### src/rtl/gbar_rr_arbiter.sv
// gbar_rr_arbiter: round-robin one-hot grant; priority moves past the winner only on accept.
module gbar_rr_arbiter #(
  parameter int NUM_REQS = 4,
  parameter int IW = NUM_REQS > 1 ? $clog2(NUM_REQS) : 1
) (
  input  logic                clk,
  input  logic                reset,
  input  logic [NUM_REQS-1:0] valid,
  input  logic                accept,
  output logic [NUM_REQS-1:0] grant,
  output logic [IW-1:0]       grant_idx,
  output logic                grant_valid
);
  logic [IW-1:0] ptr;
  // scanning from the farthest offset down leaves the nearest valid requester as the winner
  always_comb begin
    grant_idx = '0;
    grant_valid = 1'b0;
    for (int i = NUM_REQS - 1; i >= 0; i--)
      if (valid[(int'(ptr) + i) % NUM_REQS]) begin
        grant_idx = IW'((int'(ptr) + i) % NUM_REQS);
        grant_valid = 1'b1;
      end
    grant = grant_valid ? NUM_REQS'(1) << grant_idx : '0;
  end
  always_ff @(posedge clk)
    if (reset) ptr <= '0;
    else if (accept) ptr <= (int'(grant_idx) == NUM_REQS - 1) ? '0 : grant_idx + IW'(1);
endmodule

### src/rtl/gbar_sync_unit.sv
// gbar_sync_unit: cluster-wide barrier arrival counter with one-cycle release broadcast.
// Define GBAR_DUP_CHECK_EN to track per-core arrival masks and flag duplicate arrivals on err_dup.
module gbar_sync_unit #(
  parameter int NUM_CORES    = 4,
  parameter int NUM_BARRIERS = 8,
  parameter int NB_WIDTH     = NUM_BARRIERS > 1 ? $clog2(NUM_BARRIERS) : 1,
  parameter int NC_WIDTH     = NUM_CORES > 1 ? $clog2(NUM_CORES) : 1
) (
  input  logic                          clk,
  input  logic                          reset,
  input  logic [NUM_CORES-1:0]          req_valid,
  input  logic [NUM_CORES*NB_WIDTH-1:0] req_id,
  input  logic [NUM_CORES*NC_WIDTH-1:0] req_size_m1,
  input  logic [NUM_CORES*NC_WIDTH-1:0] req_core_id,
  output logic [NUM_CORES-1:0]          req_ready,
  output logic                          rsp_valid,
  output logic [NB_WIDTH-1:0]           rsp_id,
  output logic                          err_dup
);
  logic [NUM_CORES-1:0] grant;
  logic [NC_WIDTH-1:0]  grant_idx;
  logic                 grant_valid, acc, done, dup;
  logic [NB_WIDTH-1:0]  sel_id;
  logic [NC_WIDTH-1:0]  sel_size, sel_cid;
  logic [NC_WIDTH-1:0]  cnt [NUM_BARRIERS];
  gbar_rr_arbiter #(.NUM_REQS(NUM_CORES), .IW(NC_WIDTH)) arb (
    .clk(clk), .reset(reset), .valid(req_valid), .accept(acc),
    .grant(grant), .grant_idx(grant_idx), .grant_valid(grant_valid)
  );
  assign req_ready = reset ? '0 : grant;
  assign acc       = grant_valid && !reset;
  assign sel_id    = req_id[int'(grant_idx)*NB_WIDTH +: NB_WIDTH];
  assign sel_size  = req_size_m1[int'(grant_idx)*NC_WIDTH +: NC_WIDTH];
  assign sel_cid   = req_core_id[int'(grant_idx)*NC_WIDTH +: NC_WIDTH];
  assign done      = cnt[sel_id] == sel_size;
`ifdef GBAR_DUP_CHECK_EN
  logic [NUM_CORES-1:0] mask [NUM_BARRIERS];
  logic [NUM_CORES-1:0] bit_sel;
  assign bit_sel = NUM_CORES'(1) << sel_cid;
  assign dup     = |(mask[sel_id] & bit_sel);
  always_ff @(posedge clk)
    if (reset) begin
      for (int b = 0; b < NUM_BARRIERS; b++) mask[b] <= '0;
      err_dup <= 1'b0;
    end else if (acc) begin
      if (dup) err_dup <= 1'b1;
      else mask[sel_id] <= done ? '0 : mask[sel_id] | bit_sel;
    end
`else
  logic unused_cid;
  assign unused_cid = ^sel_cid;
  assign dup        = 1'b0;
  assign err_dup    = 1'b0;
`endif
  // a duplicate arrival is consumed without touching the count or releasing the barrier
  always_ff @(posedge clk)
    if (reset) begin
      for (int b = 0; b < NUM_BARRIERS; b++) cnt[b] <= '0;
      rsp_valid <= 1'b0;
      rsp_id <= '0;
    end else begin
      rsp_valid <= acc && !dup && done;
      if (acc && !dup) begin
        cnt[sel_id] <= done ? '0 : cnt[sel_id] + NC_WIDTH'(1);
        if (done) rsp_id <= sel_id;
      end
    end
endmodule

### config.mk
export PLATFORM = sky130hd
export DESIGN_NAME = gbar_sync_unit
export DESIGN_NICKNAME = d
export VERILOG_FILES = /design/src/rtl/gbar_rr_arbiter.sv /design/src/rtl/gbar_sync_unit.sv
export SDC_FILE = /design/constraint.sdc
export NUM_CORES = 1
export LEC_CHECK = 0
export ABC_AREA = 1
export CELL_PAD_IN_SITES_DETAIL_PLACEMENT = 0
export CELL_PAD_IN_SITES_GLOBAL_PLACEMENT = 1
export CORE_MARGIN = 4
export CORE_UTILIZATION = 30
export DETAILED_ROUTE_END_ITERATION = 7
export GPL_ROUTABILITY_DRIVEN = 0
export GPL_TIMING_DRIVEN = 0
export HOLD_SLACK_MARGIN = 0.08
export PLACE_DENSITY_LB_ADDON = 0.1
export SYNTH_ARGS = -nofsm -noshare
export SYNTH_HDL_FRONTEND = slang
export SYNTH_SLANG_ARGS = --single-unit
### constraint.sdc
create_clock -name clk -period 5.7 [get_ports clk]
set_input_delay 1.71 -clock clk [delete_from_list [all_inputs] [get_ports clk]]
set_output_delay 1.71 -clock clk [all_outputs]
set_load 0.02 [all_outputs]
=== Word level (Yosys, flattened, before mapping) ===
Memories as Yosys holds them, arrays and structs flattened.
Index checks and enable logic that the tools add are counted.

* $mul: 1
* Mux-type cells: 31
* Magnitude comparators: 4
* Reduce and logical (&&, ||, !) cells: 8
* Divide/modulo/power cells: 0
* Add/subtract/negate cells: 5
* Eq/ne operators: 2
* Shifts and indexed selects: 3
* Bitwise gates (word level): 3

{| class="wikitable"
|+ Operators by type and width
! kind !! number
|-
| $mux W1 || 17
|-
| $mux W2 || 7
|-
| $lt A3 B4 Y1 const B || 3
|-
| $shiftx A12 B5 Y3 || 1
|-
| $bmux W1 S2 || 4
|-
| $mux W4 || 2
|-
| $reduce_or A2 Y1 || 4
|-
| $shiftx A8 B4 Y2 || 1
|-
| $add A2 B1 Y2 const B || 3
|-
| $add A2 B2 Y2 const B || 2
|-
| $mul A2 B2 Y4 const B || 1
|-
| $shl A1 B2 Y4 const A || 1
|-
| $and A1 B1 Y1 const A || 3
|-
| $lt A2 B3 Y1 const B || 1
|-
| $mux W3 || 1
|-
| $eq A2 B1 Y1 const B || 1
|-
| $eq A2 B2 Y1 || 1
|-
| $logic_and A1 B1 Y1 || 2
|-
| $reduce_and A2 Y1 || 1
|-
| $logic_not A1 Y1 || 1
|}

* Latch bits: 0
* Input port bits: 34
* Bits in read-only memories: 0
* Memories kept: 1
* Output and inout bits: 9
* Register bits: 6
* Bits in writable memories: 16
* Logic and storage cells: 61

{| class="wikitable"
|+ Memory list
! name !! words !! width !! rd ports !! clocked after Yosys merged registers in !! wr ports !! RTL line !! source
|-
| cnt || 8 || 2 || 1 || 0 || 8 || gbar_sync_unit.sv:25 || <nowiki>logic [NC_WIDTH-1:0] cnt [NUM_BARRIERS];</nowiki>
|}

=== Longest topological paths before layout ===
* Depth in word-level cells: 16
* Mapped depth: 23
* Mapped depth without buffers: 22

=== Hierarchy ===
Synthesis repeated with hierarchy kept, for this count alone.

* Cell total of the unflattened synthesis: 260
* Area, all modules: 1820.5 µm²

{| class="wikitable"
|+ By module, submodules not included
! module !! seq. area each (µm²) !! cells each !! area each (µm²) !! instances
|-
| gbar_sync_unit || 560.5 || 186 || 1450.1 || 1
|-
| gbar_rr_arbiter || 40.0 || 74 || 370.4 || 1
|}

=== Least setup slack after synthesis ===
No wires, ideal clock.

* Kind: input-to-output
* From: in req_valid[1]
* To: out req_ready[3]
* Stages on the path: 12
* Required time: 3.990 ns
* Arrival time: 3.069 ns
* Slack: 0.921 ns
* Path buffers: 1
* Path through: inv_1 -> o21ai_1 -> nand2_2 -> nand3_2 -> nand2_1 -> nand2_2 -> nand2_4 -> buf_8 -> inv_1 -> ha_1 -> nand2_1 -> nor2_1

* Word-level cells in the longest chain between the ends: 10
* Elaborated cells on any way between the ends: 22
* Those cells by class: 1 x shift; 21 x mux

{| class="wikitable"
|+ RTL lines
! item !! RTL line !! source
|-
| start: declaration || gbar_sync_unit.sv:11 || <nowiki>input logic [NUM_CORES-1:0] req_valid,</nowiki>
|-
| $bmux W1 S2 || gbar_rr_arbiter.sv:20 || <nowiki>if (valid[(int'(ptr) + i) % NUM_REQS]) begin</nowiki>
|-
| $mux W1 (implied by the code) (2 in a row) || gbar_rr_arbiter.sv:20 ||
|-
| $mux W2 (4 in a row) || gbar_rr_arbiter.sv:20 ||
|-
| $shl A1 B2 Y4 || gbar_rr_arbiter.sv:24 || <nowiki>grant = grant_valid ? NUM_REQS'(1) << grant_idx : '0;</nowiki>
|-
| $mux W4 * || gbar_rr_arbiter.sv:24 ||
|-
| $mux W4 * || gbar_sync_unit.sv:30 || <nowiki>assign req_ready = reset ? '0 : grant;</nowiki>
|-
| end: declaration || gbar_sync_unit.sv:15 || <nowiki>output logic [NUM_CORES-1:0] req_ready,</nowiki>
|}

Mark *: on every way between the ends. The rest lies on a longest branch, timed or not. The select of a mux whose other input is x is not followed.

=== Worst setup path in the final report ===
* From: in req_valid[3]
* To: out req_ready[1]

Same word-level chain as after synthesis.

==> flow_metrics.env <==
export IMPL_cts_buffers_inserted=3
export IMPL_track_usage_pct=12.7
export IMPL_critPathLaunch="req_valid[3]"
export IMPL_worstSetupEndpointType="output port"
export IMPL_ys_seq_area_share_pct=31.5
export IMPL_grt_max_degree=13
export IMPL_cts_sinks=22
export IMPL_regToRegEndpoint="cnt[4][1]"
export IMPL_drive_above_1_share_pct=22.5
export IMPL_cp_arrival_ns=3.71
export IMPL_ys_flop_type="edfxtp_1"
export IMPL_drt_pass1_iter_count=4
export IMPL_synth_cell_types=36
export IMPL_final_cells=368
export IMPL_h_tree_depth=1
export IMPL_dp_hpwl_microns=3670
export IMPL_num_rows=28
export IMPL_rsz0062_at_grt="false"
export IMPL_design_core_area_sq_um=6060
export IMPL_grt_antenna_before_repair=0
export IMPL_worst_path_buf_inv=6
export IMPL_cp_slowest_cell="clkdlybuf4s50_1"
export IMPL_cts_hold_fix_buffers=0
export IMPL_fin_crit_ns=5.42
export IMPL_drt_initial_drc_count=71
export IMPL_finalHoldViolations=0
export IMPL_cts_tree="yes"
export IMPL_status="finished, final reports clean"
export IMPL_grt_pass1_wl_microns=7620
export IMPL_clkLatencyLatePin_ns=0.26
export IMPL_grt_ovfl_total=0
export IMPL_avgSynthCellArea_sq_um=7.51
export IMPL_die_x_microns=87.7
export IMPL_hold_path_class="flop to flop"
export IMPL_clock_path_buffers=2
export IMPL_crit_family="buffers and inverters"
export IMPL_clock_fmax_mhz=185
export IMPL_ff2ff_setup_slack_ns=2.78
export IMPL_cp_start_kind="input port"
export IMPL_crit_top_cell="nand2_1"
export IMPL_critical_path_depth=15
export IMPL_fin_crit_sh_pct=95.0
export IMPL_post_drt_wl_per_cell_microns=12.7
export IMPL_ys_warn_count=0
export IMPL_die_y_microns=87.7
export IMPL_area_growth_pct=25.6
export IMPL_synth_area_sq_um=1910
export IMPL_via_count=1676
export IMPL_synth_fp_nets=292
export IMPL_nNetsFinal=332
export IMPL_routed_wl_microns=4670
export IMPL_ant_nets=0
export IMPL_drc=0
export IMPL_pin_count=43
export IMPL_setup_viol=0
export IMPL_port_buffers=33
export IMPL_ff2ff_path_depth=18
export IMPL_crit_path_max_fanout=11
export IMPL_crit_type="input port to output port"
export IMPL_start_util_pct=31.5
export IMPL_max_cap_viol_count=0
export IMPL_r2r_start="arb.ptr[1]"
export IMPL_crit_end="req_ready[1]"
export IMPL_clkTransAtPathRegs_ns=0.07
export IMPL_synth_ff_latch_count=22
export IMPL_antennaDiodeCount=0
export IMPL_ys_async_sr_fraction_pct=0
export IMPL_skew_ns=0.00892
export IMPL_required_ns=3.99
export IMPL_die_area_sq_um=7700
export IMPL_grt_pass1_vias=1604
export IMPL_synth_edf_count=16
export IMPL_worstPathCellList="clkdlybuf4s50_1 > inv_1 > nand2_1 > nand3_2 > nand2_2 > inv_2 > nand2_1 > nand2_2 > nand2_4 > buf_8 > clkinvlp_4 > ha_1 > nand2_1 > nor2_1 > clkbuf_2"
export IMPL_maxSlewViolCount=0
export IMPL_syn_inst=254
export IMPL_cts_root_buf="clkbuf_8"
export IMPL_max_stage_delay_ns=0.49
export IMPL_hold_ws_ns=0.515
export IMPL_viasPerCell=4.55
export IMPL_dp_cells=362
[worst min-delay path by stage]
| stage | from | end | slack, ns | cells after the start |
|---|---|---|---|---|
| global route | rsp_id[2] | rsp_id[2] | 0.55 | 4 |
| CTS | rsp_id[0] | rsp_id[0] | 0.52 | 4 |
| floorplan | arb.ptr[1] | arb.ptr[1] | 0.52 | 2 |
| global placement | rsp_id[0] | rsp_id[0] | 0.51 | 4 |
| detailed placement | rsp_id[0] | rsp_id[0] | 0.50 | 4 |
| finish | rsp_id[0] | rsp_id[0] | 0.52 | 4 |
[worst min-delay path, cell delays in order, from the launching register on]
cell,delay (ns)
dfxtp_1,0.31
inv_1,0.04
nand2_1,0.04
inv_1,0.04
nor2_1,0.04
[cells in the final DEF (no fill, tap or decap), drive strengths merged, types with 4 or more instances in the layout]
master / instances
buf: 8
o21ai: 7
nand3: 36
nand2: 87
nand3b: 6
inv: 34
ha: 4
edfxtp: 16
clkbuf: 6
dfxtp: 6
nor2: 41
clkdlybuf4s50: 29
[sequential cells by signal, indices dropped and copies added (netlist names)]
| name | count |
|---|---|
| arb.ptr | 2 |
| cnt | 16 |
| rsp_id | 3 |
| rsp_valid | 1 |
[per-stage QoR]
stage	worst slack (ns)	TNS, ns	area [sq um]	utilization [%]
finish	0.283	0	2390	39.5
detailed placement	-0.212	-0.686	2330	38.5
floorplan	0.921	0	1910	-
CTS	0.0585	0	2380	39.3
global route	0.116	0	2390	39.5
global placement	-0.235	-0.622	2330	38.5
[final cells by class]
cell class | instances | area, sq um
Buffer | 6 | 61.3
Clock buffer | 4 | 45.0
Fill cell | 660 | 3670
Inverter | 35 | 138
Multi-Input combinational cell | 191 | 1120
Sequential cell | 22 | 601
Tap cell | 75 | 93.8
Timing Repair Buffer | 35 | 333
[synth_stat cells (2+ instances only)]
| cell | n | area (sq um) |
|---|---|---|
| nand3b_1 | 5 | 37.5 |
| ha_1 | 4 | 50.1 |
| nand2_4 | 7 | 78.8 |
| o21ai_1 | 2 | 10.0 |
| nand3_4 | 3 | 52.6 |
| edfxtp_1 | 16 | 480 |
| inv_1 | 31 | 116 |
| nor2_8 | 2 | 40.0 |
| nor2_1 | 26 | 97.6 |
| o21ai_0 | 3 | 15.0 |
| inv_2 | 3 | 11.3 |
| dfxtp_1 | 6 | 120 |
| nor2_2 | 12 | 75.1 |
| nand2_2 | 7 | 43.8 |
| nand2_1 | 73 | 274 |
| buf_6 | 3 | 33.8 |
| nand3_1 | 24 | 120 |
| nand3_2 | 9 | 90.1 |
[metal layers]
metal	vias to the layer above	part of all wire (%)	track usage [%]	routed length, microns
li1	886	-	-	-
met1	741	51	18.3	2360
met2	47	42	19.8	1980
met3	2	6.7	2.82	314
met4	0	0.36	1.67	17
met5	-	0	0	0
[kinds of logic after synthesis]
logic type                 after synthesis  share of synthesized area [%]
DFF                                     22                           31.5
buffers and inverters                   41                           10.2
and+or+nand+nor                        172                           49.5
AOI/OAI and AO/OA                       12                           4.59
adders and majority gates                4                           2.62
other                                    1                          0.197
xor gates and xnor gates                 2                           1.31
[what timing repair did]
action	CTS	global route
endpoints found under the hold margin	0	0
gates resized for setup	5	7
pin swaps	1	0
buffers inserted	1	1
endpoints found under the setup margin	4	2
Power is not shown: default switching activity piles up to over one toggle a cycle in this logic, so the estimate is an artifact.
